## config.mk

```make
export PLATFORM = sky130hd
export DESIGN_NAME = decode_stage_flat
export DESIGN_NICKNAME = d
export VERILOG_FILES = /design/src/rtl/rv32i_pkg.sv /design/src/rtl/decode_stage_if.sv /design/src/rtl/imm_gen.sv /design/src/rtl/decode_stage.sv /design/src/flat_wrapper.sv
export SDC_FILE = /design/constraint.sdc
export NUM_CORES = 1
export LEC_CHECK = 0
export CORE_MARGIN = 4
export CORE_UTILIZATION = 25
export CTS_CLUSTER_SIZE = 25
export DETAILED_ROUTE_END_ITERATION = 7
export PLACE_DENSITY = 0.55
export SLEW_MARGIN = 0
export SYNTH_ARGS = -nofsm -noshare
export SYNTH_HDL_FRONTEND = slang
export SYNTH_SLANG_ARGS = --single-unit
```

## constraint.sdc

```tcl
create_clock -name clk -period 1.7 [get_ports clk]
set_input_delay 0.34 -clock clk [delete_from_list [all_inputs] [get_ports clk]]
set_output_delay 0.34 -clock clk [all_outputs]
set_load 0.05 [all_outputs]
```

## src/rtl/rv32i_pkg.sv

```systemverilog
// RV32I decode definitions shared by the decode stage and its immediate generator.
package rv32i_pkg;

  localparam logic [6:0] OP_LUI    = 7'b0110111;
  localparam logic [6:0] OP_AUIPC  = 7'b0010111;
  localparam logic [6:0] OP_JAL    = 7'b1101111;
  localparam logic [6:0] OP_JALR   = 7'b1100111;
  localparam logic [6:0] OP_BRANCH = 7'b1100011;
  localparam logic [6:0] OP_LOAD   = 7'b0000011;
  localparam logic [6:0] OP_STORE  = 7'b0100011;
  localparam logic [6:0] OP_IMM    = 7'b0010011;
  localparam logic [6:0] OP_REG    = 7'b0110011;
  localparam logic [6:0] OP_FENCE  = 7'b0001111;
  localparam logic [6:0] OP_SYSTEM = 7'b1110011;

  typedef enum logic [2:0] {
    IMM_NONE,
    IMM_I,
    IMM_S,
    IMM_B,
    IMM_U,
    IMM_J
  } imm_type_e;

  // Instruction-derived part of the EX bundle; pc is held separately at XLEN width.
  typedef struct packed {
    logic [4:0]  rs1;
    logic [4:0]  rs2;
    logic [4:0]  rd;
    logic [6:0]  opcode;
    logic [2:0]  funct3;
    logic        funct7b5;
    logic        illegal;
    logic [31:0] imm;
  } decoded_t;

endpackage

```

## src/rtl/decode_stage_if.sv

```systemverilog
// Fetch-side and EX-side valid/ready channels of the decode stage.
interface decode_stage_if #(
  parameter int unsigned XLEN = 32
);

  logic            if_valid;
  logic            if_ready;
  logic [31:0]     if_instr;
  logic [XLEN-1:0] if_pc;

  logic            ex_valid;
  logic            ex_ready;
  logic [XLEN-1:0] ex_pc;
  logic [XLEN-1:0] ex_rs1_val;
  logic [XLEN-1:0] ex_rs2_val;
  logic [XLEN-1:0] ex_imm;
  logic [4:0]      ex_rd;
  logic [6:0]      ex_opcode;
  logic [2:0]      ex_funct3;
  logic            ex_funct7b5;
  logic            ex_illegal;

  // The decode stage itself.
  modport slave (
    input  if_valid, if_instr, if_pc, ex_ready,
    output if_ready, ex_valid, ex_pc, ex_rs1_val, ex_rs2_val, ex_imm, ex_rd,
           ex_opcode, ex_funct3, ex_funct7b5, ex_illegal
  );

  // Fetch plus EX as seen from outside the stage.
  modport master (
    output if_valid, if_instr, if_pc, ex_ready,
    input  if_ready, ex_valid, ex_pc, ex_rs1_val, ex_rs2_val, ex_imm, ex_rd,
           ex_opcode, ex_funct3, ex_funct7b5, ex_illegal
  );

endinterface

```

## src/rtl/imm_gen.sv

```systemverilog
// Combinational RV32I immediate extraction; unknown opcodes yield IMM_NONE and zero.
module imm_gen
  import rv32i_pkg::*;
(
  input  logic [31:0] instr_i,
  output imm_type_e   imm_type_o,
  output logic [31:0] imm_o
);

  logic [6:0] opcode;
  logic       sign;

  assign opcode = instr_i[6:0];
  assign sign   = instr_i[31];

  always_comb begin
    imm_type_o = IMM_NONE;
    case (opcode)
      OP_IMM, OP_LOAD, OP_JALR, OP_SYSTEM: imm_type_o = IMM_I;
      OP_STORE:                            imm_type_o = IMM_S;
      OP_BRANCH:                           imm_type_o = IMM_B;
      OP_LUI, OP_AUIPC:                    imm_type_o = IMM_U;
      OP_JAL:                              imm_type_o = IMM_J;
      default:                             imm_type_o = IMM_NONE;
    endcase
  end

  always_comb begin
    imm_o = '0;
    unique case (imm_type_o)
      IMM_I: imm_o = {{20{sign}}, instr_i[31:20]};
      IMM_S: imm_o = {{20{sign}}, instr_i[31:25], instr_i[11:7]};
      IMM_B: imm_o = {{19{sign}}, sign, instr_i[7], instr_i[30:25], instr_i[11:8], 1'b0};
      IMM_U: imm_o = {instr_i[31:12], 12'b0};
      IMM_J: imm_o = {{11{sign}}, sign, instr_i[19:12], instr_i[20], instr_i[30:21], 1'b0};
      default: imm_o = '0;
    endcase
  end

endmodule

```

## src/rtl/decode_stage.sv

```systemverilog
// RV32I decode stage: one-entry skid between fetch and EX, driving register-file reads
// and bypassing the writeback that lands on the same edge as the read.
module decode_stage
  import rv32i_pkg::*;
#(
  parameter int unsigned     XLEN         = 32,
  parameter logic [XLEN-1:0] RESET_PC_VAL = '0
) (
  input  logic            clk,
  input  logic            rst_n,
  decode_stage_if.slave   bus,
  output logic [4:0]      rf_a1,
  output logic [4:0]      rf_a2,
  input  logic [XLEN-1:0] rf_rd1,
  input  logic [XLEN-1:0] rf_rd2,
  input  logic            wb_we,
  input  logic [4:0]      wb_rd,
  input  logic [XLEN-1:0] wb_wd,
  input  logic            flush
);

  typedef enum logic {StEmpty, StFull} state_e;

  state_e          state_q, state_d;
  decoded_t        dec_q, dec_d, dec_in;
  logic [XLEN-1:0] pc_q, pc_d;
  logic            byp1_hit_q, byp1_hit_d, byp2_hit_q, byp2_hit_d;
  logic [XLEN-1:0] byp1_data_q, byp1_data_d, byp2_data_q, byp2_data_d;

  imm_type_e       imm_type;
  logic [31:0]     imm;
  logic            ex_valid;
  logic            if_ready;
  logic            accept;

  imm_gen u_imm_gen (
    .instr_i    (bus.if_instr),
    .imm_type_o (imm_type),
    .imm_o      (imm)
  );

  // Only REG and FENCE are legal without an immediate format.
  always_comb begin
    dec_in          = '0;
    dec_in.rs1      = bus.if_instr[19:15];
    dec_in.rs2      = bus.if_instr[24:20];
    dec_in.rd       = bus.if_instr[11:7];
    dec_in.opcode   = bus.if_instr[6:0];
    dec_in.funct3   = bus.if_instr[14:12];
    dec_in.funct7b5 = bus.if_instr[30];
    dec_in.imm      = imm;
    dec_in.illegal  = (imm_type == IMM_NONE) && (bus.if_instr[6:0] != OP_REG) &&
                      (bus.if_instr[6:0] != OP_FENCE);
  end

  assign ex_valid = (state_q == StFull);
  assign if_ready = !ex_valid || bus.ex_ready || flush;
  assign accept   = bus.if_valid && if_ready && !flush;

  always_comb begin
    state_d = state_q;
    dec_d   = dec_q;
    pc_d    = pc_q;
    if (flush) begin
      state_d = StEmpty;
    end else if (accept) begin
      state_d = StFull;
      dec_d   = dec_in;
      pc_d    = bus.if_pc;
    end else if (bus.ex_ready) begin
      state_d = StEmpty;
    end
  end

  // While stalled the held sources are re-read so later writebacks become visible.
  always_comb begin
    rf_a1 = accept ? bus.if_instr[19:15] : dec_q.rs1;
    rf_a2 = accept ? bus.if_instr[24:20] : dec_q.rs2;
  end

  // The register file returns the pre-write value when read and write share an edge.
  always_comb begin
    byp1_hit_d  = wb_we && (wb_rd != 5'd0) && (wb_rd == rf_a1);
    byp2_hit_d  = wb_we && (wb_rd != 5'd0) && (wb_rd == rf_a2);
    byp1_data_d = wb_wd;
    byp2_data_d = wb_wd;
  end

  always_ff @(posedge clk or negedge rst_n) begin
    if (!rst_n) begin
      state_q     <= StEmpty;
      dec_q       <= '0;
      pc_q        <= RESET_PC_VAL;
      byp1_hit_q  <= 1'b0;
      byp2_hit_q  <= 1'b0;
      byp1_data_q <= '0;
      byp2_data_q <= '0;
    end else begin
      state_q     <= state_d;
      dec_q       <= dec_d;
      pc_q        <= pc_d;
      byp1_hit_q  <= byp1_hit_d;
      byp2_hit_q  <= byp2_hit_d;
      byp1_data_q <= byp1_data_d;
      byp2_data_q <= byp2_data_d;
    end
  end

  always_comb begin
    bus.if_ready    = if_ready;
    bus.ex_valid    = ex_valid;
    bus.ex_pc       = pc_q;
    bus.ex_imm      = XLEN'(signed'(dec_q.imm));
    bus.ex_rd       = dec_q.rd;
    bus.ex_opcode   = dec_q.opcode;
    bus.ex_funct3   = dec_q.funct3;
    bus.ex_funct7b5 = dec_q.funct7b5;
    bus.ex_illegal  = dec_q.illegal;
    bus.ex_rs1_val  = '0;
    bus.ex_rs2_val  = '0;
    if (ex_valid) begin
      bus.ex_rs1_val = byp1_hit_q ? byp1_data_q : rf_rd1;
      bus.ex_rs2_val = byp2_hit_q ? byp2_data_q : rf_rd2;
    end
  end

endmodule
```

## src/flat_wrapper.sv

```systemverilog
// flat-port wrapper written by rule: the top's interface ports become plain ports
module decode_stage_flat import rv32i_pkg::*;
#(
  parameter int unsigned     XLEN         = 32,
  parameter logic [XLEN-1:0] RESET_PC_VAL = '0
)
  (clk, rst_n, rf_a1, rf_a2, rf_rd1, rf_rd2, wb_we, wb_rd, wb_wd, flush, bus_if_valid, bus_if_instr, bus_if_pc, bus_ex_ready, bus_if_ready, bus_ex_valid, bus_ex_pc, bus_ex_rs1_val, bus_ex_rs2_val, bus_ex_imm, bus_ex_rd, bus_ex_opcode, bus_ex_funct3, bus_ex_funct7b5, bus_ex_illegal);
  decode_stage_if #(.XLEN(XLEN)) bus_i ();
  input  logic clk;
  input  logic rst_n;
  output logic [4:0] rf_a1;
  output logic [4:0] rf_a2;
  input  logic [XLEN-1:0] rf_rd1;
  input  logic [XLEN-1:0] rf_rd2;
  input  logic wb_we;
  input  logic [4:0] wb_rd;
  input  logic [XLEN-1:0] wb_wd;
  input  logic flush;
  input wire logic [$bits(bus_i.if_valid)-1:0] bus_if_valid;
  input wire logic [$bits(bus_i.if_instr)-1:0] bus_if_instr;
  input wire logic [$bits(bus_i.if_pc)-1:0] bus_if_pc;
  input wire logic [$bits(bus_i.ex_ready)-1:0] bus_ex_ready;
  output wire logic [$bits(bus_i.if_ready)-1:0] bus_if_ready;
  output wire logic [$bits(bus_i.ex_valid)-1:0] bus_ex_valid;
  output wire logic [$bits(bus_i.ex_pc)-1:0] bus_ex_pc;
  output wire logic [$bits(bus_i.ex_rs1_val)-1:0] bus_ex_rs1_val;
  output wire logic [$bits(bus_i.ex_rs2_val)-1:0] bus_ex_rs2_val;
  output wire logic [$bits(bus_i.ex_imm)-1:0] bus_ex_imm;
  output wire logic [$bits(bus_i.ex_rd)-1:0] bus_ex_rd;
  output wire logic [$bits(bus_i.ex_opcode)-1:0] bus_ex_opcode;
  output wire logic [$bits(bus_i.ex_funct3)-1:0] bus_ex_funct3;
  output wire logic [$bits(bus_i.ex_funct7b5)-1:0] bus_ex_funct7b5;
  output wire logic [$bits(bus_i.ex_illegal)-1:0] bus_ex_illegal;
  assign bus_i.if_valid = bus_if_valid;
  assign bus_i.if_instr = bus_if_instr;
  assign bus_i.if_pc = bus_if_pc;
  assign bus_i.ex_ready = bus_ex_ready;
  assign bus_if_ready = bus_i.if_ready;
  assign bus_ex_valid = bus_i.ex_valid;
  assign bus_ex_pc = bus_i.ex_pc;
  assign bus_ex_rs1_val = bus_i.ex_rs1_val;
  assign bus_ex_rs2_val = bus_i.ex_rs2_val;
  assign bus_ex_imm = bus_i.ex_imm;
  assign bus_ex_rd = bus_i.ex_rd;
  assign bus_ex_opcode = bus_i.ex_opcode;
  assign bus_ex_funct3 = bus_i.ex_funct3;
  assign bus_ex_funct7b5 = bus_i.ex_funct7b5;
  assign bus_ex_illegal = bus_i.ex_illegal;
  decode_stage #(.XLEN(XLEN), .RESET_PC_VAL(RESET_PC_VAL)) u_core (.clk(clk), .rst_n(rst_n), .bus(bus_i), .rf_a1(rf_a1), .rf_a2(rf_a2), .rf_rd1(rf_rd1), .rf_rd2(rf_rd2), .wb_we(wb_we), .wb_rd(wb_rd), .wb_wd(wb_wd), .flush(flush));
endmodule
```

=== After elaboration in Yosys (flattened, before gate mapping) ===
Cells that the tools add are included.

* Bits in registers: 126
* Input port bits: 171
* Logic and storage cells: 60

* Equal/unequal tests: 18
* Mux-type cells: 11
* Bitwise operators: 1
* Reductions and logical operators: 17

{| class="wikitable"
|+ Operator list
! operator !! count
|-
| 32-bit one-hot mux with 5 select lines || 1
|-
| 32-bit two-way mux || 4
|-
| 7-bit == test, second input constant || 4
|-
| 3-bit one-hot mux with 5 select lines || 1
|-
| 7-bit by 5-bit == test with 1-bit output, second input constant || 2
|-
| 7-bit by 6-bit == test with 1-bit output, second input constant || 2
|-
| 5-bit == test || 2
|-
| 5-bit two-way mux || 2
|-
| 7-bit by 2-bit == test with 1-bit output, second input constant || 1
|-
| 1-bit logical AND || 7
|-
| 7-bit by 4-bit != test with 1-bit output, second input constant || 1
|-
| 7-bit by 6-bit != test with 1-bit output, second input constant || 1
|-
| 3-bit by 2-bit == test with 1-bit output, second input constant || 2
|-
| 3-bit == test, second input constant || 2
|-
| 5-bit nonzero test || 1
|-
| 4-bit OR reduction || 1
|-
| 3-bit by 1-bit == test with 1-bit output, second input constant || 1
|-
| 3-bit logical NOT || 1
|-
| 1-bit two-way mux || 3
|-
| 3-bit nonzero test || 1
|-
| 1-bit logical NOT || 2
|-
| 1-bit logical OR || 2
|-
| 2-bit AND reduction || 1
|-
| 2-bit OR reduction || 1
|-
| 1-bit NOT || 1
|}

=== Logic depth before layout (Yosys ltp) ===
Gate-level depths: netlist of the first run.

* Depth after elaboration: 8
* Gate-level depth with buffers: 7

=== Modules after synthesis ===
From an unflattened synthesis of the first run, not the netlist that was laid out.

* Cell total of the unflattened synthesis: 554
* Area total of the unflattened synthesis: 6,744.0 um^2

{| class="wikitable"
|+ Modules (own cells, without submodules)
! module !! times used !! cells an instance !! area an instance (um^2)
|-
| decode_stage || 1 || 476 || 6,140.9
|-
| imm_gen || 1 || 78 || 603.1
|}

=== Least setup slack after synthesis of the first run ===
OpenSTA, ideal clock, no wires.

* Path kind: register to output
* Start point: register u_core.state_q (netlist: u_core.bus.ex_valid)
* End point: output rf_a1[0]
* Arrival time: 1,929 ps
* Data required time: 1,360 ps
* Slack: -569 ps
* Cell stages (with the launch flop): 8
* Path buffers: 3
* Path through: dfrtp_1 -> nand2b_1 -> nand2b_1 -> buf_2 -> buf_2 -> buf_1 -> nand2_1 -> nand2_1

* Longest elaborated chain between the ends: 6

{| class="wikitable"
|+ Ends and longest elaborated chain
! item !! line !! text
|-
| start, declared || decode_stage.sv:24 || <nowiki>state_e state_q, state_d;</nowiki>
|-
| start signal, assigned || decode_stage.sv:91 || <nowiki>state_q <= StEmpty;</nowiki>
|-
| start signal, assigned || decode_stage.sv:99 || <nowiki>state_q <= state_d;</nowiki>
|-
| 1-bit logical NOT || decode_stage.sv:57 || <nowiki>assign if_ready = !ex_valid || bus.ex_ready || flush;</nowiki>
|-
| 1-bit logical OR (2 in a row) || decode_stage.sv:57 ||
|-
| 1-bit logical AND (2 in a row) || decode_stage.sv:58 || <nowiki>assign accept = bus.if_valid && if_ready && !flush;</nowiki>
|-
| 5-bit two-way mux || decode_stage.sv:77 || <nowiki>rf_a1 = accept ? bus.if_instr[19:15] : dec_q.rs1;</nowiki>
|-
| end, declared || flat_wrapper.sv:11 || <nowiki>output logic [4:0] rf_a1;</nowiki>
|}

No other way between the ends.

=== Worst setup path after layout of the first run ===
* Start point: register u_core.state_q (netlist: u_core.bus.ex_valid)
* End point: output rf_a1[2]

The elaborated chain is that of the path after synthesis.

==> results of run 1 <==
==> flip-flops by register name, summed over array words and instances (netlist names) <==
| register | flops |
|---|---|
| u_core.bus.ex_illegal | 1 |
| u_core.bus.ex_imm | 32 |
| u_core.byp1_hit_q | 1 |
| u_core.bus.ex_funct3 | 3 |
| u_core.byp2_hit_q | 1 |
| u_core.bus.ex_valid | 1 |
| u_core.dec_q | 10 |
| u_core.bus.ex_pc | 32 |
| u_core.byp1_data_q | 32 |
| u_core.bus.ex_rd | 5 |
| u_core.bus.ex_opcode | 7 |
| u_core.bus.ex_funct7b5 | 1 |
==> layout make-up <==
cell class                      instances  area (sq um)  share of cell area (%)
Inverter                                4          15.0                   0.118
Clock inverter                         14           180                    1.42
Multi-Input combinational cell        455          3550                    27.9
Clock buffer                           18           429                    3.37
Timing Repair Buffer                  435          4980                    39.1
Tap cell                              330           413                    3.25
Sequential cell                       126          3160                    24.8
==> cell usage after synthesis, types with 2 or more instances <==
master,n
sky130_fd_sc_hd__nor3b_1,2
sky130_fd_sc_hd__nand2_1,188
sky130_fd_sc_hd__mux2_2,3
sky130_fd_sc_hd__dfrtp_1,126
sky130_fd_sc_hd__inv_1,3
sky130_fd_sc_hd__o21ai_0,6
sky130_fd_sc_hd__clkbuf_1,15
sky130_fd_sc_hd__and3b_1,2
sky130_fd_sc_hd__a2111oi_0,2
sky130_fd_sc_hd__xor2_1,9
sky130_fd_sc_hd__and2_1,3
sky130_fd_sc_hd__nor2_1,27
sky130_fd_sc_hd__a21oi_1,30
sky130_fd_sc_hd__buf_6,2
sky130_fd_sc_hd__buf_4,51
sky130_fd_sc_hd__nor2b_1,67
sky130_fd_sc_hd__buf_1,2
sky130_fd_sc_hd__o211a_1,2
sky130_fd_sc_hd__buf_2,18
sky130_fd_sc_hd__nand3_1,2
sky130_fd_sc_hd__a22o_1,11
sky130_fd_sc_hd__xnor2_1,2
sky130_fd_sc_hd__nand2b_1,3
sky130_fd_sc_hd__mux2i_1,65
==> cell usage in the layout (no fill, tap or decap), drive strengths merged, types with 9 or more instances in the layout <==
master,netlist,final
xor2,9,9
clkbuf,16,19
inv,4,9
clkdlybuf4s50,0,162
nor2b,68,68
dfrtp,126,126
a21oi,30,30
a22o,11,11
mux2i,65,65
buf,73,264
nor2,27,27
nand2,188,188
==> metrics by stage <==
stage          instance area (sq um)  setup TNS [ps]  total power, mW  cells
2_1_floorplan                   6790           -4790             5.85    673
3_3_place_gp                   11100          -31350             7.49   1320
3_5_place_dp                   11100          -33790             7.51   1320
4_1_cts                        12300          -20250             11.7   1369
5_1_grt                        12700          -22870             12.2   1382
6_report                       12700          -18070             11.7   1382
==> power breakdown <==
part	switching [mW]	total (mW)	internal, mW
Clock	1.53	3.87	2.34
Sequential	0.212	3.54	3.33
Combinational	2.42	4.25	1.83
==> worst reg2reg max path, stage by stage (launching register included) <==
cell and delay [ps]:
sky130_fd_sc_hd__dfrtp_2 430, sky130_fd_sc_hd__nand2b_4 70, sky130_fd_sc_hd__nor2b_4 210, sky130_fd_sc_hd__buf_12 170
sky130_fd_sc_hd__mux2_4 320, sky130_fd_sc_hd__buf_4 140, sky130_fd_sc_hd__xor2_1 150, sky130_fd_sc_hd__nor4_2 250
==> routing by layer <==
layer  vias to the layer above  routed length (um)  GRT usage [%]
li1                       2902                   -              -
met1                      2905               10700           21.8
met2                       191               13600           30.0
met3                        26                1460           4.58
met4                         0                 427           4.41
met5                         -                   0              0
==> what timing repair did <==
| item | 4_1_cts | 5_1_grt |
|---|---|---|
| hold buffers | 1 | 0 |
| cloned | 4 | 4 |
| pin swaps | 9 | 8 |
| setup buffers | 13 | 18 |
| setup endpoints to repair | 81 | 113 |
| hold endpoints to repair | 32 | 0 |
| resized for setup | 83 | 79 |
==> cell families after synthesis <==
kind of cell    count (synthesis)
simple gates                  307
xor+xnor                       11
flops                         126
mux                            69
compound gates                 67
buf+inv                        93
==> worst max path at each step <==
stage	startpoint	endpoint	slack [ps]
finish	u_core.bus.ex_valid$_DFFE_PN0P_	rf_a1[2]	-420
global route	u_core.bus.ex_valid$_DFFE_PN0P_	rf_a1[1]	-480
CTS	u_core.bus.ex_valid$_DFFE_PN0P_	rf_a1[3]	-440
detailed placement	bus_ex_ready	u_core.byp2_hit_q$_DFF_PN0_	-600
global placement	bus_ex_ready	rf_a2[2]	-540
floorplan	u_core.bus.ex_valid$_DFFE_PN0P_	u_core.byp1_hit_q$_DFF_PN0_	-110
==> out/results.md, run 1 <==
| Metric | Value | Unit |
| --- | --- | --- |
| Result of the run | complete, but fails checks | - |
| Violated checks | negative setup slack | - |
| Number of buffer cells added on primary ports | 327 | - |
| Share of flip-flops with an asynchronous set or reset after synthesis | 100 | % |
| Final-stage net count | 1,210 | - |
| Library cell used as clock root buffer | sky130_fd_sc_hd__clkbuf_16 | - |
| Critical path's top delay family | flip-flops | - |
| Largest cells by area after synthesis | sky130_fd_sc_hd__dfrtp_1 (49%), sky130_fd_sc_hd__nand2_1 (11%), sky130_fd_sc_hd__mux2i_1 (10%), sky130_fd_sc_hd__nor2b_1 (6.5%), sky130_fd_sc_hd__buf_4 (6.0%) | - |
| Final worst clock skew | 7.89 | ps |
| Synth top area share | 49.2 | % |
| Top FF cell, synth | sky130_fd_sc_hd__dfrtp_1 | - |
| Net Count, Synth | 844 | - |
| Number of antenna violations at the first check in global routing | 1 | - |
| Site row count | 58 | - |
| Number of stages on the worst hold path | 3 | - |
| Detailed-router iteration count before antenna repair | 4 | - |
| Antenna cell count | 0 | - |
| Slew Limit Fails | 0 | - |
| Crit end category | output port | - |
| Actual slew at the worst max-slew pin | 401 | ps |
| Highest clock rate | 0.471 | GHz |
| Number of buffers created by CTS | 17 | - |
| Depth of the critical timing path with buffers and inverters included | 5 | - |
| Vias per cell | 4.36 | - |
| Fraction of the mapped netlist area in adder cells | 0 | % |
| Compound-Gate Fraction of Synth Area | 7.04 | % |
| Worst Path Max Fanout | 6 | - |
| Slack of the critical path | -424 | ps |
| CP startpoint kind | flop | - |
| Vert. Die Dim | 168 | um |
| Buffer and inverter count on the worst path | 2 | - |
| Cell type contributing the most total cell area after synthesis | sky130_fd_sc_hd__dfrtp_1 | - |
| Flop and latch count out of synthesis | 126 | - |
| # setup viols final | 82 | - |
| Area enclosed by the die boundary | 28,300 | sq um |
| Initial DRC count | 258 | - |
| Number of enable-type register cells in the synthesized netlist | 0 | - |
| Depth of the worst register-to-register path | 7 | - |
| Global-route wire length before repair | 37.6 | mm |
| Reg clk slew, reported paths | 70 | ps |
| Relative slew slack | 73.3 | % |
| Largest net degree at the start of global routing | 41 | - |
| Worst slack at placement | -600 | ps |
| Clock Latency Late Sink | 410 | ps |
| FF-to-FF End | u_core.byp1_hit_q$_DFF_PN0_ | - |
| Delay contributed by the slowest stage of the critical path | 430 | ps |
| Post-layout minimum cycle time | 2120 | ps |
| Arrival time worst endpoint | 1780 | ps |
| Number of warning messages in the yosys log | 0 | - |
| # H-tree levels | 4 | - |
| Class of the tightest hold or removal check | in -> reg | - |
| Maximum resistive drop on vdd | 0.000497 | V |
| Total routing usage reported by global routing | 17.4 | % |
| Maximum count of clock buffers along a single path | 2 | - |
| Initial core utilization | 25.5 | % |
| Filler cells | 2,271 | - |
| Final routed wire length divided by cell count | 18.9 | um |
| Final core occ | 50.5 | % |
| HP Start | bus_if_instr[6] | - |
| Hold endpoint | u_core.bus.ex_opcode[6]$_DFFE_PN0P_ | - |
| Setup repair after global routing missed its margin | true | - |
| Share of synthesized cell area in and, or, nand and nor gates | 22.4 | % |
| Chain of cells forming the critical path | nand2b_4 -> nor2b_4 -> buf_12 -> mux2_4 -> buf_8 | - |
| Leakage | 5.62 | nW |
| Crit share post-route | 125 | % |
| Mapped cell area | 6410 | sq um |
| Post-Route Hold Slack | 252 | ps |
| Netlist cell types | 56 | - |
| Number of nets with antenna violations after routing | 0 | - |
| Number of placed I/O pins | 328 | - |
| Remaining routing DRC violations | 0 | - |
| Number of clock sinks | 126 | - |
| Power per cell area | 917 | nW/um^2 |
| Detailed placement HPWL | 19.3 | mm |
| Reported max-cap violation count | 0 | - |
| Area of the core region | 25,200 | sq um |
| Clock tree from TritonCTS | done | - |
| Critical path required time | 1360 | ps |
| Startpoint of the most critical register-to-register path | u_core.bus.ex_valid$_DFFE_PN0P_ | - |
| Xor and xnor fraction of the mapped netlist area | 1.50 | % |
| Via count | 6,024 | - |
| Dominant combinational cell family by area after synthesis | simple AND/OR/NAND/NOR gates | - |
| Remaining global-route overflow | 0 | - |
| Highest-delay cell along the critical path | sky130_fd_sc_hd__dfrtp_2 | - |
| Area Growth Syn to Fin | 98.4 | % |
| Gate count of the mapped netlist | 673 | - |
| Multiplexer share of the synthesized area | 10.9 | % |
| Fraction of final layout cells sized beyond drive strength 1 | 41.3 | % |
| Routed Wire Length | 26.1 | mm |
| Die width | 168 | um |
| R2r setup slk | -140 | ps |
| Number of global-route vias before repair | 6,061 | - |
| Mean cell area of the mapped netlist | 9.53 | sq um |
| Portion of the post-synthesis area used by sequential elements | 49.2 | % |
| Critical setup path kind | reg -> out | - |
| Final Hold Viols | 0 | - |
| GPL Wtd Cong | 0.844 | - |
Note: power is estimated with default switching activity, not from simulation.
==> run 2: changes to the inputs <==
--- a/config.mk
+++ b/config.mk
@@ -5,12 +5,11 @@
 export SDC_FILE = /design/constraint.sdc
 export NUM_CORES = 1
 export LEC_CHECK = 0
-export CORE_MARGIN = 4
 export CORE_UTILIZATION = 25
 export CTS_CLUSTER_SIZE = 25
 export DETAILED_ROUTE_END_ITERATION = 7
-export PLACE_DENSITY = 0.55
 export SLEW_MARGIN = 0
 export SYNTH_ARGS = -nofsm -noshare
 export SYNTH_HDL_FRONTEND = slang
+export SYNTH_HIERARCHICAL = 1
 export SYNTH_SLANG_ARGS = --single-unit
==> run 2 against run 1 <==
Effect of this change:
- the run ends with design-rule violations, negative setup slack left
- clock-buffer cell count rose by 1
- global-route usage rose by 0.84 points
- synthesized cell count fell by 18%
- critical endpoint is now rf_a2[3]
- largest power group unchanged
- highest routed layer unchanged
==> out/results.md, run 2 <==
| Metric | Value | Unit |
| --- | --- | --- |
| Result of the run | complete, but fails checks | - |
| Violated checks | design-rule violations, negative setup slack | - |
| Post-layout minimum cycle time | 2100 | ps |
| Number of stages on the worst hold path | 2 | - |
| Worst Path Max Fanout | 6 | - |
| Net Count, Synth | 725 | - |
| Number of warning messages in the yosys log | 6 | - |
| Final sum of negative setup slack | -21,650 | ps |
| GPL Wtd Cong | 0.820 | - |
| Die width | 166 | um |
| Crit end category | output port | - |
| Total area of multi-input combinational cells | 4160 | sq um |
| Number of nets with antenna violations after routing | 0 | - |
| # setup viols final | 77 | - |
| Reported max-cap violation count | 0 | - |
| Relative slew slack | 66.2 | % |
| Mean cell area of the mapped netlist | 12.2 | sq um |
| Area enclosed by the die boundary | 27,600 | sq um |
| HP Start | bus_if_instr[1] | - |
| Remaining global-route overflow | 0 | - |
| Critical path required time | 1360 | ps |
| Sequential cell area | 3160 | sq um |
| Area Growth Syn to Fin | 97.2 | % |
| Final worst clock skew | 7.86 | ps |
| Gate count of the mapped netlist | 554 | - |
| Crit share post-route | 123 | % |
| Detailed-router iteration count before antenna repair | 8 | - |
| Leading cell type in the layout, fill and taps excluded | sky130_fd_sc_hd__clkdlybuf4s50_1 | - |
| Worst slack at placement | -567 | ps |
| Most common cell in the synthesized netlist | sky130_fd_sc_hd__dfrtp_1 | - |
| Detailed placement HPWL | 17.9 | mm |
| Slew Limit Fails | 0 | - |
| Final routed wire length divided by cell count | 20.0 | um |
| Fraction of final layout cells sized beyond drive strength 1 | 56.7 | % |
| Share of flip-flops with an asynchronous set or reset after synthesis | 100 | % |
| Class of the tightest hold or removal check | in -> reg | - |
| Mapped cell area | 6740 | sq um |
| Netlist cell types | 50 | - |
| Number of placed I/O pins | 328 | - |
| Critical setup path kind | reg -> out | - |
| Top library cells by usage in the layout, fill and taps aside | sky130_fd_sc_hd__clkdlybuf4s50_1 (160), sky130_fd_sc_hd__buf_4 (136), sky130_fd_sc_hd__dfrtp_1 (123) | - |
| Site row count | 59 | - |
| Setup repair after global routing missed its margin | true | - |
| Cell types with the highest counts after synthesis | sky130_fd_sc_hd__dfrtp_1 (126), sky130_fd_sc_hd__mux2_2 (100), sky130_fd_sc_hd__mux2i_1 (65), sky130_fd_sc_hd__nor2b_1 (65), sky130_fd_sc_hd__buf_4 (47) | - |
| Clock tree from TritonCTS | done | - |
| Via count | 5,646 | - |
| Area of the core region | 26,300 | sq um |
| Largest net degree at the start of global routing | 35 | - |
| Actual slew at the worst max-slew pin | 507 | ps |
| Maximum count of clock buffers along a single path | 2 | - |
| # H-tree levels | 4 | - |
| FF-to-FF End | u_core/byp1_hit_q$_DFF_PN0_ | - |
| Maximum resistive drop on vdd | 0.000581 | V |
| Number of antenna violations at the first check in global routing | 2 | - |
| Final-stage net count | 1,085 | - |
| R2r setup slk | -10 | ps |
| Post-Route Hold Slack | 291 | ps |
| Top FF cell, synth | sky130_fd_sc_hd__dfrtp_1 | - |
| Initial DRC count | 181 | - |
| Slack of the critical path | -396 | ps |
| Synth top area share | 46.8 | % |
| Flop and latch count out of synthesis | 126 | - |
| Global-route wire length before repair | 37.7 | mm |
| Number of buffer cells added on primary ports | 327 | - |
| Post-route cell area | 13,300 | sq um |
| Number of enable-type register cells in the synthesized netlist | 0 | - |
| Largest cells by area after synthesis | sky130_fd_sc_hd__dfrtp_1 (47%), sky130_fd_sc_hd__mux2_2 (17%), sky130_fd_sc_hd__mux2i_1 (9.6%), sky130_fd_sc_hd__nor2b_1 (6.0%), sky130_fd_sc_hd__buf_4 (5.2%) | - |
| Layout Cells excl Fill | 1,264 | - |
| Clock Latency Late Sink | 420 | ps |
| Initial core utilization | 25.7 | % |
| Leakage | 5.68 | nW |
| Reg clk slew, reported paths | 60 | ps |
| Portion of the post-synthesis area used by sequential elements | 46.8 | % |
| Vias per cell | 4.47 | - |
| Number of global-route vias before repair | 5,994 | - |
| Depth of the worst register-to-register path | 7 | - |
| Final Hold Viols | 0 | - |
| Filler cells | 2,235 | - |
| Highest clock rate | 0.477 | GHz |
| Hold endpoint | u_core/bus.ex_opcode[1]$_DFFE_PN0P_ | - |
| Routed Wire Length | 25.3 | mm |
| CP startpoint kind | flop | - |
| Library cell used as clock root buffer | sky130_fd_sc_hd__clkbuf_16 | - |
| Startpoint of the most critical register-to-register path | u_core/bus.ex_valid$_DFFE_PN0P_ | - |
| Vert. Die Dim | 166 | um |
| Total routing usage reported by global routing | 18.3 | % |
| Cell type contributing the most total cell area after synthesis | sky130_fd_sc_hd__dfrtp_1 | - |
| Number of clock sinks | 126 | - |
| Total power consumption of the routed design | 11.4 | mW |
| Final core occ | 50.6 | % |
| Number of buffers created by CTS | 17 | - |
| Post-placement cell area | 11,300 | sq um |
| Arrival time worst endpoint | 1760 | ps |
| Power per cell area | 857 | nW/um^2 |
| Remaining routing DRC violations | 21 | - |
| Placed Cells incl. Taps | 1,197 | - |
run 2: cell count changes after synthesis, moves of 4 or more:
cell and change:
sky130_fd_sc_hd__clkbuf_1 -5, sky130_fd_sc_hd__a21o_1 +18, sky130_fd_sc_hd__and2b_2 +6, sky130_fd_sc_hd__nor3_1 +8, sky130_fd_sc_hd__nor2_1 -20, sky130_fd_sc_hd__buf_4 -4
sky130_fd_sc_hd__nand2_1 -176, sky130_fd_sc_hd__mux2_2 +97, sky130_fd_sc_hd__xnor2_1 +5, sky130_fd_sc_hd__a21oi_1 -25, sky130_fd_sc_hd__o21ai_0 -4, sky130_fd_sc_hd__a22o_1 -7
run 2: cells by family (layout without fill, tap and decap cells):
| kind of cell | count (synthesis) | in the layout | share of synthesized area, % |
|---|---|---|---|
| muxes | 166 | 166 | 26.5 |
| AOI/OAI and AO/OA | 45 | 45 | 5.45 |
| DFF | 126 | 126 | 46.8 |
| and+or+nand+nor | 115 | 115 | 10.7 |
| buffers and inverters | 85 | 458 | 8.37 |
| other | 0 | 2 | 0 |
| xor gates and xnor gates | 17 | 17 | 2.21 |
run 2: cell type report:
cell class,instances,area share (%)
Inverter,4,0.113
Tap cell,335,3.15
Sequential cell,126,23.7
Timing Repair Buffer,422,37.3
Clock inverter,13,0.988
Multi-Input combinational cell,343,31.3
Antenna cell,2,0.0376
Clock buffer,19,3.33
run 2: how the worst max path moves through the flow:
stage                               startpoint  cells after the start  slack [ps]                                end
5_1_grt        u_core/bus.ex_valid$_DFFE_PN0P_                      5        -440                           rf_a2[3]
3_3_place_gp                   bus_if_instr[3]                      7        -570  u_core/bus.ex_imm[24]$_DFFE_PN0P_
6_report       u_core/bus.ex_valid$_DFFE_PN0P_                      5        -400                           rf_a2[3]
4_1_cts        u_core/bus.ex_valid$_DFFE_PN0P_                      5        -440                           rf_a2[3]
3_5_place_dp                             flush                      6        -570                           rf_a2[3]
2_1_floorplan  u_core/bus.ex_valid$_DFFE_PN0P_                      3        -100                 bus_ex_rs1_val[11]
run 2: where the power goes:
group          total, mW  internal, mW  switching, mW
Combinational       4.24          1.98           2.26
Sequential          3.54          3.32          0.221
Clock               3.61          2.09           1.52
run 2: worst max-delay path, cell delays in order, from the launching register on:
cell and delay [ps]:
sky130_fd_sc_hd__dfrtp_2 420, sky130_fd_sc_hd__a21oi_4 150, sky130_fd_sc_hd__buf_12 150, sky130_fd_sc_hd__buf_12 140
sky130_fd_sc_hd__mux2_4 320, sky130_fd_sc_hd__buf_12 150
run 2: per-layer routing:
| layer | track usage, % | vias to the layer above | routed length, um |
|---|---|---|---|
| met5 | 0 | - | 0 |
| met2 | 30.1 | 208 | 12500 |
| met1 | 22.9 | 2772 | 10600 |
| li1 | - | 2626 | - |
| met3 | 4.65 | 40 | 1520 |
| met4 | 7.13 | 0 | 745 |
run 2: repair_timing:
action	in CTS	in global routing
pin swaps	3	2
cloned	11	2
endpoints found under the hold margin	28	0
setup buffers	23	5
gates resized for setup	144	53
endpoints found under the setup margin	120	142
hold buffers	1	0
==> run 3: changes to the inputs <==
--- a/config.mk
+++ b/config.mk
@@ -13,3 +13,4 @@
 export SYNTH_HDL_FRONTEND = slang
 export SYNTH_HIERARCHICAL = 1
 export SYNTH_SLANG_ARGS = --single-unit
+export TNS_END_PERCENT = 10
==> run 3 against run 2 <==
Effect of this change:
- the run still ends with design-rule violations, negative setup slack left
- routed wire length down 5.3%
- worst hold slack better by 43 ps
- cell count fell by 1.0%
- cell area down 7.1%
- largest cell class unchanged
==> out/results.md, run 3 (synthesis gave the netlist of run 2 again) <==
| Metric | Value | Unit |
| --- | --- | --- |
| Class of the tightest hold or removal check | in -> reg | - |
| R2r setup slk | -140 | ps |
| Crit end category | output port | - |
| Final sum of negative setup slack | -21,050 | ps |
| Relative slew slack | 64.8 | % |
| Total routing usage reported by global routing | 16.9 | % |
| # setup viols final | 115 | - |
| Detailed-router iteration count before antenna repair | 6 | - |
| Worst setup path start | u_core/bus.ex_valid$_DFFE_PN0P_ | - |
| Final routed wire length divided by cell count | 19.1 | um |
| # H-tree levels | 4 | - |
| Vias per cell | 4.41 | - |
| Depth of the worst register-to-register path | 7 | - |
| Result of the run | complete, but fails checks | - |
| Antenna cell count | 0 | - |
| Largest net degree at the start of global routing | 49 | - |
| Setup repair after global routing missed its margin | true | - |
| Remaining routing DRC violations | 20 | - |
| Site row count | 59 | - |
| FF-to-FF End | u_core/dec_q[50]$_DFFE_PN0P_ | - |
| Global-route wire length before repair | 35.5 | mm |
| Post-layout minimum cycle time | 2060 | ps |
| Violated checks | design-rule violations, negative setup slack | - |
| Final worst clock skew | 7.37 | ps |
| Detailed placement HPWL | 17.8 | mm |
| Worst Path Max Fanout | 6 | - |
| Final Hold Viols | 0 | - |
| Number of buffers created by CTS | 17 | - |
| Die width | 166 | um |
| Leakage | 5.42 | nW |
| Clock tree from TritonCTS | done | - |
| Maximum resistive drop on vdd | 0.000553 | V |
| Startpoint of the most critical register-to-register path | u_core/bus.ex_valid$_DFFE_PN0P_ | - |
| Final-stage net count | 1,074 | - |
| Slew Limit Fails | 0 | - |
| Library cell used as clock root buffer | sky130_fd_sc_hd__clkbuf_16 | - |
| Remaining global-route overflow | 0 | - |
| Initial core utilization | 25.7 | % |
| Number of buffer cells added on primary ports | 327 | - |
| Number of antenna violations at the first check in global routing | 0 | - |
| Initial DRC count | 292 | - |
| Number of placed I/O pins | 328 | - |
| Reported max-cap violation count | 0 | - |
| Worst slack at placement | -679 | ps |
| Leading cell type in the layout, fill and taps excluded | sky130_fd_sc_hd__clkdlybuf4s50_1 | - |
| Number of clock sinks | 126 | - |
| Critical path required time | 1360 | ps |
| Post-Route Hold Slack | 335 | ps |
| CP startpoint kind | flop | - |
| GPL Wtd Cong | 0.834 | - |
| Arrival time worst endpoint | 1720 | ps |
| Area Growth Syn to Fin | 83.2 | % |
| Vert. Die Dim | 166 | um |
| Crit path to | rf_a2[3] | - |
| Area enclosed by the die boundary | 27,600 | sq um |
| Number of global-route vias before repair | 5,758 | - |
| Clock Latency Late Sink | 410 | ps |
| Power per cell area | 908 | nW/um^2 |
| Total power consumption of the routed design | 11.2 | mW |
| Maximum count of clock buffers along a single path | 2 | - |
| Number of nets with antenna violations after routing | 0 | - |
| Area of the core region | 26,300 | sq um |
| Critical setup path kind | reg -> out | - |
| Top library cells by usage in the layout, fill and taps aside | sky130_fd_sc_hd__clkdlybuf4s50_1 (164), sky130_fd_sc_hd__buf_4 (140), sky130_fd_sc_hd__dfrtp_1 (123) | - |
| Highest clock rate | 0.485 | GHz |
| Actual slew at the worst max-slew pin | 525 | ps |
| Routed Wire Length | 24.0 | mm |
| Crit share post-route | 121 | % |
| Slack of the critical path | -361 | ps |
| Reg clk slew, reported paths | 60 | ps |
| Fraction of final layout cells sized beyond drive strength 1 | 52.8 | % |
| Via count | 5,517 | - |
==> run 3: cell count changes in the layout (fill, tap and decap cells not counted), sizes merged, moves of 2 or more <==
cell	previous run	this run
buf	249	236
clkdlybuf4s50	160	164
dlymetal6s2s	4	0
clkinvlp	5	2
clkinv	1	3
diode	2	0
inv	10	12
==> run 3: routing by layer <==
| layer | GRT usage (%) | share of wire, % |
|---|---|---|
| met1 | 21.0 | 42 |
| met5 | 0 | 0 |
| met3 | 4.39 | 5.8 |
| met2 | 29.4 | 52 |
| met4 | 3.62 | 0.90 |
==> run 3: metrics by stage <==
step / instance area (sq um) / util [%] / std cells
after CTS: 12100 / 46.1 / 1247
after global placement: 11100 / 42.4 / 1205
after global routing: 12400 / 47.0 / 1251
final: 12400 / 47.0 / 1251
after floorplan: 6970 / - / 554
after detailed placement: 11100 / 42.4 / 1205
==> run 3: worst max-delay path: stages, from the launching register on <==
cell                      delay [ps]
sky130_fd_sc_hd__dfrtp_2         420
sky130_fd_sc_hd__a21oi_4         150
sky130_fd_sc_hd__buf_12          140
sky130_fd_sc_hd__buf_12          130
sky130_fd_sc_hd__mux2_4          310
sky130_fd_sc_hd__buf_8           150
==> run 3: area by class of cell <==
class	count	area (sq um)
clock inverters	15	175
inverters	4	15.0
repair buffers	411	4670
flip-flops and latches	126	3160
multi-input cells	343	3490
fillers	2391	13900
well taps	335	419
clock buffers	17	425
==> run 3: worst min path at each step <==
stage	from	endpoint	slack, ps	cells after the start
floorplan	rst_n	u_core/bus.ex_funct3[0]$_DFFE_PN0P_	40	0
CTS	bus_if_valid	u_core/bus.ex_valid$_DFFE_PN0P_	310	3
finish	bus_if_valid	u_core/bus.ex_valid$_DFFE_PN0P_	330	3
global placement	rst_n	u_core/bus.ex_imm[7]$_DFFE_PN0P_	240	1
detailed placement	rst_n	u_core/bus.ex_imm[7]$_DFFE_PN0P_	240	1
global route	wb_wd[8]	u_core/byp2_data_q[8]$_DFF_PN0_	340	1
==> run 3: what timing repair did <==
| item | CTS | global route |
|---|---|---|
| hold endpoints to repair | 25 | 0 |
| endpoints found under the setup margin | 161 | 134 |
| gates cloned | 1 | 4 |
| hold buffers | 1 | 0 |
| pin swaps | 4 | 1 |
| buffers inserted | 8 | 2 |
| resized for setup | 71 | 33 |
==> run 3: where the power goes <==
group	switching, mW	total (mW)	internal, mW
Clock	1.52	3.73	2.21
Combinational	2.15	3.96	1.81
Sequential	0.213	3.53	3.32
Total	3.88	11.2	7.34
